### config.mk
export PLATFORM = sky130hd
export DESIGN_NAME = i2c_rx_flat
export DESIGN_NICKNAME = d
export VERILOG_FILES = /design/src/rtl/i2c_rx_if.sv /design/src/rtl/i2c_rx.sv /design/src/flat_wrapper.sv
export SDC_FILE = /design/constraint.sdc
export NUM_CORES = 1
export LEC_CHECK = 0
export ABC_AREA = 1
export BUFFER_PORTS_ARGS = -buffer_cell sky130_fd_sc_hd__clkbuf_2
export CORE_MARGIN = 2
export CORE_UTILIZATION = 40
export CTS_BUF_LIST = sky130_fd_sc_hd__clkbuf_2 sky130_fd_sc_hd__clkbuf_4 sky130_fd_sc_hd__clkbuf_8
export DETAILED_ROUTE_END_ITERATION = 8
export PLACE_DENSITY = 0.61
export SLEW_MARGIN = 30
export SYNTH_ARGS = -nofsm -noshare
export SYNTH_HDL_FRONTEND = slang
export SYNTH_SLANG_ARGS = --single-unit
### constraint.sdc
create_clock -name clk -period 1.9 [get_ports clk]
set_input_delay 0.19 -clock clk [delete_from_list [all_inputs] [get_ports clk]]
set_output_delay 0.19 -clock clk [all_outputs]
set_load 0.1 [all_outputs]
### src/rtl/i2c_rx_if.sv
// i2c_if: shared I2C bus bundle. SDA is open-drain: each side only pulls the line low,
// and the line reads high when nobody pulls (wired-AND with an implied pull-up).
interface i2c_if;
    logic scl;
    logic sda_tgt_low;
    logic sda_rx_low;
    logic sda;

    assign sda = ~(sda_tgt_low | sda_rx_low);

    modport ctrl_rx (input scl, input sda, output sda_rx_low);
    modport tgt     (input scl, input sda, output sda_tgt_low);
endinterface

### src/rtl/i2c_rx.sv
// i2c_rx: controller-side I2C byte receiver; samples 8 SDA bits MSB-first, then drives ACK/NAK.
// Macro I2C_RX_SYNC_EN: pass scl/sda through 2-flop synchronizers before use.
module i2c_rx #(
    parameter int TIMEOUT = 65535
) (
    input  logic       clk,
    input  logic       rst,
    i2c_if.ctrl_rx     i2c,
    input  logic       rx,
    input  logic       ack_in,
    output logic [7:0] data,
    output logic       data_valid,
    output logic       last,
    output logic       busy,
    output logic       timeout
);
    localparam int TW = $clog2(TIMEOUT + 1);
    localparam logic [TW-1:0] TCNT_LAST = TW'(TIMEOUT - 1);
    localparam logic [TW-1:0] TCNT_MAX  = TW'(TIMEOUT);

    typedef enum logic [1:0] {IDLE, SHIFT, ACK} state_t;

    function automatic logic [TW-1:0] sat_inc(input logic [TW-1:0] v);
        return (v == TCNT_MAX) ? v : v + TW'(1);
    endfunction

    logic scl_s;
    logic sda_s;

`ifdef I2C_RX_SYNC_EN
    logic [1:0] scl_sync;
    logic [1:0] sda_sync;

    always_ff @(posedge clk) begin
        if (rst) begin
            scl_sync <= 2'b00;
            sda_sync <= 2'b11;
        end else begin
            scl_sync <= {scl_sync[0], i2c.scl};
            sda_sync <= {sda_sync[0], i2c.sda};
        end
    end

    assign scl_s = scl_sync[1];
    assign sda_s = sda_sync[1];
`else
    assign scl_s = i2c.scl;
    assign sda_s = i2c.sda;
`endif

    // stage p1: registered SCL edge flags; the FSM acts on them one edge later
    logic scl_q;
    logic rise_p1;
    logic fall_p1;

    always_ff @(posedge clk) begin
        if (rst) begin
            scl_q   <= 1'b0;
            rise_p1 <= 1'b0;
            fall_p1 <= 1'b0;
        end else begin
            scl_q   <= scl_s;
            rise_p1 <= scl_s & ~scl_q;
            fall_p1 <= ~scl_s & scl_q;
        end
    end

    state_t          state, state_n;
    logic [2:0]      cnt, cnt_n;
    logic [7:0]      shreg, shreg_n;
    logic            ack_q, ack_n;
    logic [TW-1:0]   tcnt, tcnt_n;
    logic            sda_low, sda_low_n;
    logic [7:0]      data_n;
    logic            valid_n;
    logic            last_n;
    logic            timeout_n;

    // sda_rx_low = 1 pulls SDA to 0; otherwise the line is left floating
    assign i2c.sda_rx_low = sda_low;

    always_comb begin
        state_n   = state;
        cnt_n     = cnt;
        shreg_n   = shreg;
        ack_n     = ack_q;
        tcnt_n    = tcnt;
        sda_low_n = sda_low;
        data_n    = data;
        valid_n   = 1'b0;
        last_n    = last;
        timeout_n = 1'b0;
        case (state)
            IDLE: begin
                sda_low_n = 1'b0;
                cnt_n     = 3'd7;
                tcnt_n    = '0;
                if (rx && !scl_q) state_n = SHIFT;
            end
            SHIFT, ACK: begin
                if (rise_p1 || fall_p1) tcnt_n = '0;
                else                    tcnt_n = sat_inc(tcnt);
                if (tcnt == TCNT_LAST) begin
                    timeout_n = 1'b1;
                    sda_low_n = 1'b0;
                    state_n   = IDLE;
                end else if (state == SHIFT) begin
                    if (rise_p1) begin
                        shreg_n[cnt] = sda_s;
                        if (cnt == 3'd0) ack_n = ack_in;
                    end else if (fall_p1) begin
                        if (cnt != 3'd0) begin
                            cnt_n = cnt - 3'd1;
                        end else begin
                            data_n    = shreg;
                            valid_n   = 1'b1;
                            last_n    = ~ack_q;
                            sda_low_n = ack_q;
                            state_n   = ACK;
                        end
                    end
                end else if (fall_p1) begin
                    // the ACK-clock rise is ignored; its fall ends the ACK bit
                    sda_low_n = 1'b0;
                    if (ack_q && rx) begin
                        cnt_n   = 3'd7;
                        state_n = SHIFT;
                    end else begin
                        state_n = IDLE;
                    end
                end
            end
            default: state_n = IDLE;
        endcase
    end

    always_ff @(posedge clk) begin
        if (rst) begin
            state      <= IDLE;
            cnt        <= 3'd7;
            shreg      <= '0;
            ack_q      <= 1'b0;
            tcnt       <= '0;
            sda_low    <= 1'b0;
            data       <= '0;
            data_valid <= 1'b0;
            last       <= 1'b0;
            busy       <= 1'b0;
            timeout    <= 1'b0;
        end else begin
            state      <= state_n;
            cnt        <= cnt_n;
            shreg      <= shreg_n;
            ack_q      <= ack_n;
            tcnt       <= tcnt_n;
            sda_low    <= sda_low_n;
            data       <= data_n;
            data_valid <= valid_n;
            last       <= last_n;
            busy       <= (state_n != IDLE);
            timeout    <= timeout_n;
        end
    end
endmodule

### src/flat_wrapper.sv
// flat-port wrapper written by rule: the top's interface ports become plain ports
module i2c_rx_flat 
#(
    parameter int TIMEOUT = 65535
)
  (clk, rst, rx, ack_in, data, data_valid, last, busy, timeout, i2c_scl, i2c_sda_rx_low);
  i2c_if i2c_i ();
  input  logic clk;
  input  logic rst;
  input  logic rx;
  input  logic ack_in;
  output logic [7:0] data;
  output logic data_valid;
  output logic last;
  output logic busy;
  output logic timeout;
  input wire logic [$bits(i2c_i.scl)-1:0] i2c_scl;
  output wire logic [$bits(i2c_i.sda_rx_low)-1:0] i2c_sda_rx_low;
  assign i2c_i.scl = i2c_scl;
  assign i2c_sda_rx_low = i2c_i.sda_rx_low;
  i2c_rx #(.TIMEOUT(TIMEOUT)) u_core (.clk(clk), .rst(rst), .i2c(i2c_i), .rx(rx), .ack_in(ack_in), .data(data), .data_valid(data_valid), .last(last), .busy(busy), .timeout(timeout));
endmodule
==> metrics.md <==
| Metric | Value |
|---|---|
| Cells after synthesis | 366 |
| Crit-path max FO | 6 |
| CP Capture Type | flop |
| Max-slew violations | 0 |
| # rows | 28 |
| Final net count | 402 |
| Critical Path Start Type | flop |
| Max transition margin | 63.94% |
| Remaining DRCs | 0 |
| Clock network fraction of design power | 37.8% |
| Post-synthesis sequential area ratio | 36.82% |
| Hold Path Class | input pin to flop |
| FF-to-FF End | u_core.tcnt[13] |
| Hold slack | 0.06070 ns |
| Yosys warning total | 1 |
| Number of synthesized register bits | 46 |
| Dpl cells | 455 |
| RSZ-0062 raised after global routing | no |
| Critical path arrival | 2.02 ns |
| Most frequent cells after synthesis | nand2_1, dfxtp_1, inv_1, nor2_1, nand3_1 |
| Most used DFF post-synth | dfxtp_1 |
| R2r setup slk | 0.11 ns |
| Final setup viols | 0 |
| Gp weighted congestion | 0.8784 |
| Combinational power share | 11.0% |
| Vias in the first global route | 2129 |
| Crit path time final | 1.786 ns |
| Max-cap violation count | 0 |
| Reg2reg path depth | 9 |
| All-Layer GR Usage | 16.31% |
| Worst hold start | i2c_scl |
| CTS Buffer Depth | 2 |
| Reg-to-Reg Start | u_core.state[1] |
| Inserted Clock Buffers | 5 |
| Number of enable flip-flop cells after synthesis | 0 |
| H-tree Lvls | 2 |
| Leading area contributor after synthesis | dfxtp_1 |
| Synthesized area | 0.002501 mm² |
| First-pass DRT Iterations | 4 |
| Post-detail-place hpwl | 3.929 mm |
| Sequential Power Share | 51.2% |
| Per-cell routed wire length | 11.58 µm |
| Max Clock Skew | 0.004585 ns |
| Footprint of the multi-input gates | 0.001361 mm² |
| Input/output buffers | 17 |
| Final Hold Viols | 0 |
| FFs w/ async S/R, synth | 0% |
| Syn_nets | 379 |
| Post-layout worst setup margin | 0.1136 ns |
| Syn-to-layout area delta | 13.01% |
| Peak Freq | 0.5598 GHz |
| Library cells used by synthesis | 29 |
| Placeable Area | 0.005991 mm² |
| Leakage power | 1.247 nW |
| Clock sink count | 46 |
| Data required time of the worst path | 2.14 ns |
| CTS root buffer | clkbuf_8 |
| Layout cell share with drive strength beyond 1 | 17.95% |
| Fin cells | 465 |
| Max VDD drop | 0.4350 mV |
| Number of I/O pins | 18 |
| Die area | 0.006901 mm² |
| Power density over the cells | 695.1 mW/mm² |
| Global-route wire length before repair | 9.487 mm |
| Vias | 2270 |
| Most common cell in the netlist | nand2_1 |
| Worst slew pin tran | 0.5432 ns |
| Diodes inserted | 0 |
| Starting Density | 41.75% |
| Hold depth | 2 |
| Fill count | 605 |
| Fin crit share | 94.02% |
| Place WS | 0.1143 ns |
| Routed Antenna Nets | 0 |
| Internal power | 0.001457 W |
| P_sw | 0.0005072 W |
| Synth top area share | 36.82% |
| Initial drt markers | 92 |
| Chip Width | 83.08 µm |
| Sum Neg Setup Slack | 0 ns |
| Total wire length | 5.383 mm |
| Sw Ratio | 25.82% |
| Largest net degree at the start of global routing | 26 |
| Worst Hold End | u_core.fall_p1 |
| Vias per cell | 4.882 |
| Register Area | 925.9 µm² |
| Top cells by area, synth | dfxtp_1, nand2_1, nand3_1 |
| Worst-Skew Late Latency | 0.30 ns |
| Grt total ovfl | 0 |
| Crit Path Category | flop to flop |
| Number of antenna violations at the first check in global routing | 0 |
| Run status | finished, final reports clean |
| Die Y-Extent | 83.08 µm |
| Clk pin slew, worst setup/hold paths | 0.08 ns |
| Mean Syn Cell Area | 6.834 µm² |
| CTS tree | built |
==> power by group through the flow <==
stage,combinational (W),sequential [W],clock [W]
finish,0.000216,0.00101,0.000743
global route,0.000243,0.00101,0.000791
CTS,0.000204,0.00101,0.000768
detailed placement,0.000203,0.00103,0
global placement,0.000203,0.00103,0
floorplan,0.000148,0.00104,0
==> worst max-delay path by stage <==
stage / startpoint / endpoint / cells past startpoint
after detailed placement: u_core.state[0] / u_core.cnt[0] / 10
after floorplan: u_core.state[0] / u_core.cnt[0] / 11
after global placement: u_core.state[0] / u_core.cnt[1] / 10
after global routing: u_core.state[0] / u_core.tcnt[15] / 10
after CTS: u_core.state[0] / u_core.cnt[0] / 10
final: u_core.state[1] / u_core.tcnt[13] / 9
==> flip-flops by register name (all words and copies together) (netlist names), 2 cells and up <==
name,count
u_core.tcnt,16
u_core.shreg,8
u_core.state,2
u_core.cnt,3
u_core.data,8
==> cells by family after synthesis <==
logic type	Yosys count	share of synthesized area, %
and+or+nand+nor	223	41.82
buffers and inverters	58	9.554
DFF	46	36.82
AOI/OAI and AO/OA	31	7.804
adders and majority gates	8	4.002
==> critical path, stage by stage (launching register included) <==
cell     delay [ns]
dfxtp_4        0.35
inv_1          0.08
ha_4           0.29
inv_4          0.04
nor3_4         0.31
inv_2          0.10
buf_4          0.15
nor2_1         0.20
nand2_1        0.09
a21oi_2        0.11
==> repair_timing <==
action                     CTS  global route
hold buffers                 0             0
gates resized for setup      0             7
buffers inserted             0             2
setup endpoints to repair    0             9
==> area by class of cell <==
class                      instances  share of cell area [%]
multi-input combinational        262                   48.16
sequential                        46                   32.76
inverter                          49                   6.596
timing repair buffer              25                   5.135
tap                               75                   3.320
clock buffer                       6                   2.700
clock inverter                     2                   1.328
==> routing by layer <==
layer  wire length (µm)  GRT usage (%)  vias to the layer above
li1                   -              -                     1211
met1               2704          21.44                     1028
met2               2496          27.20                       26
met3                137          3.280                        5
met4                 44          4.471                        0
met5                  0              0                        -
==> layout by cell type (no fill, tap or decap), types with 2 or more instances in the layout <==
| cell | instances |
|---|---|
| ha_1 | 7 |
| nand2_1 | 105 |
| o21bai_1 | 2 |
| inv_2 | 5 |
| nor2_2 | 4 |
| nor2_4 | 3 |
| nor3_1 | 11 |
| clkbuf_8 | 5 |
| a21oi_2 | 6 |
| nand2_4 | 3 |
| nand4_1 | 13 |
| nand2_2 | 4 |
| buf_4 | 8 |
| dfxtp_1 | 44 |
| or2_2 | 2 |
| clkbuf_2 | 17 |
| nand3_1 | 36 |
| inv_1 | 43 |
| nor2_1 | 37 |
| a21oi_1 | 15 |
| nand3_2 | 2 |
| o21ai_0 | 6 |
==> metrics by stage <==
stage                     util [%]  power [W]  instance area (µm²)
after global placement       44.61   0.001231                 2673
after detailed placement     44.61   0.001231                 2673
after global routing         47.18   0.002044                 2826
after floorplan                  -   0.001186                 2501
final                        47.18   0.001965                 2826
after CTS                    46.51   0.001977                 2786
Note: power is estimated with default switching activity, not from simulation.
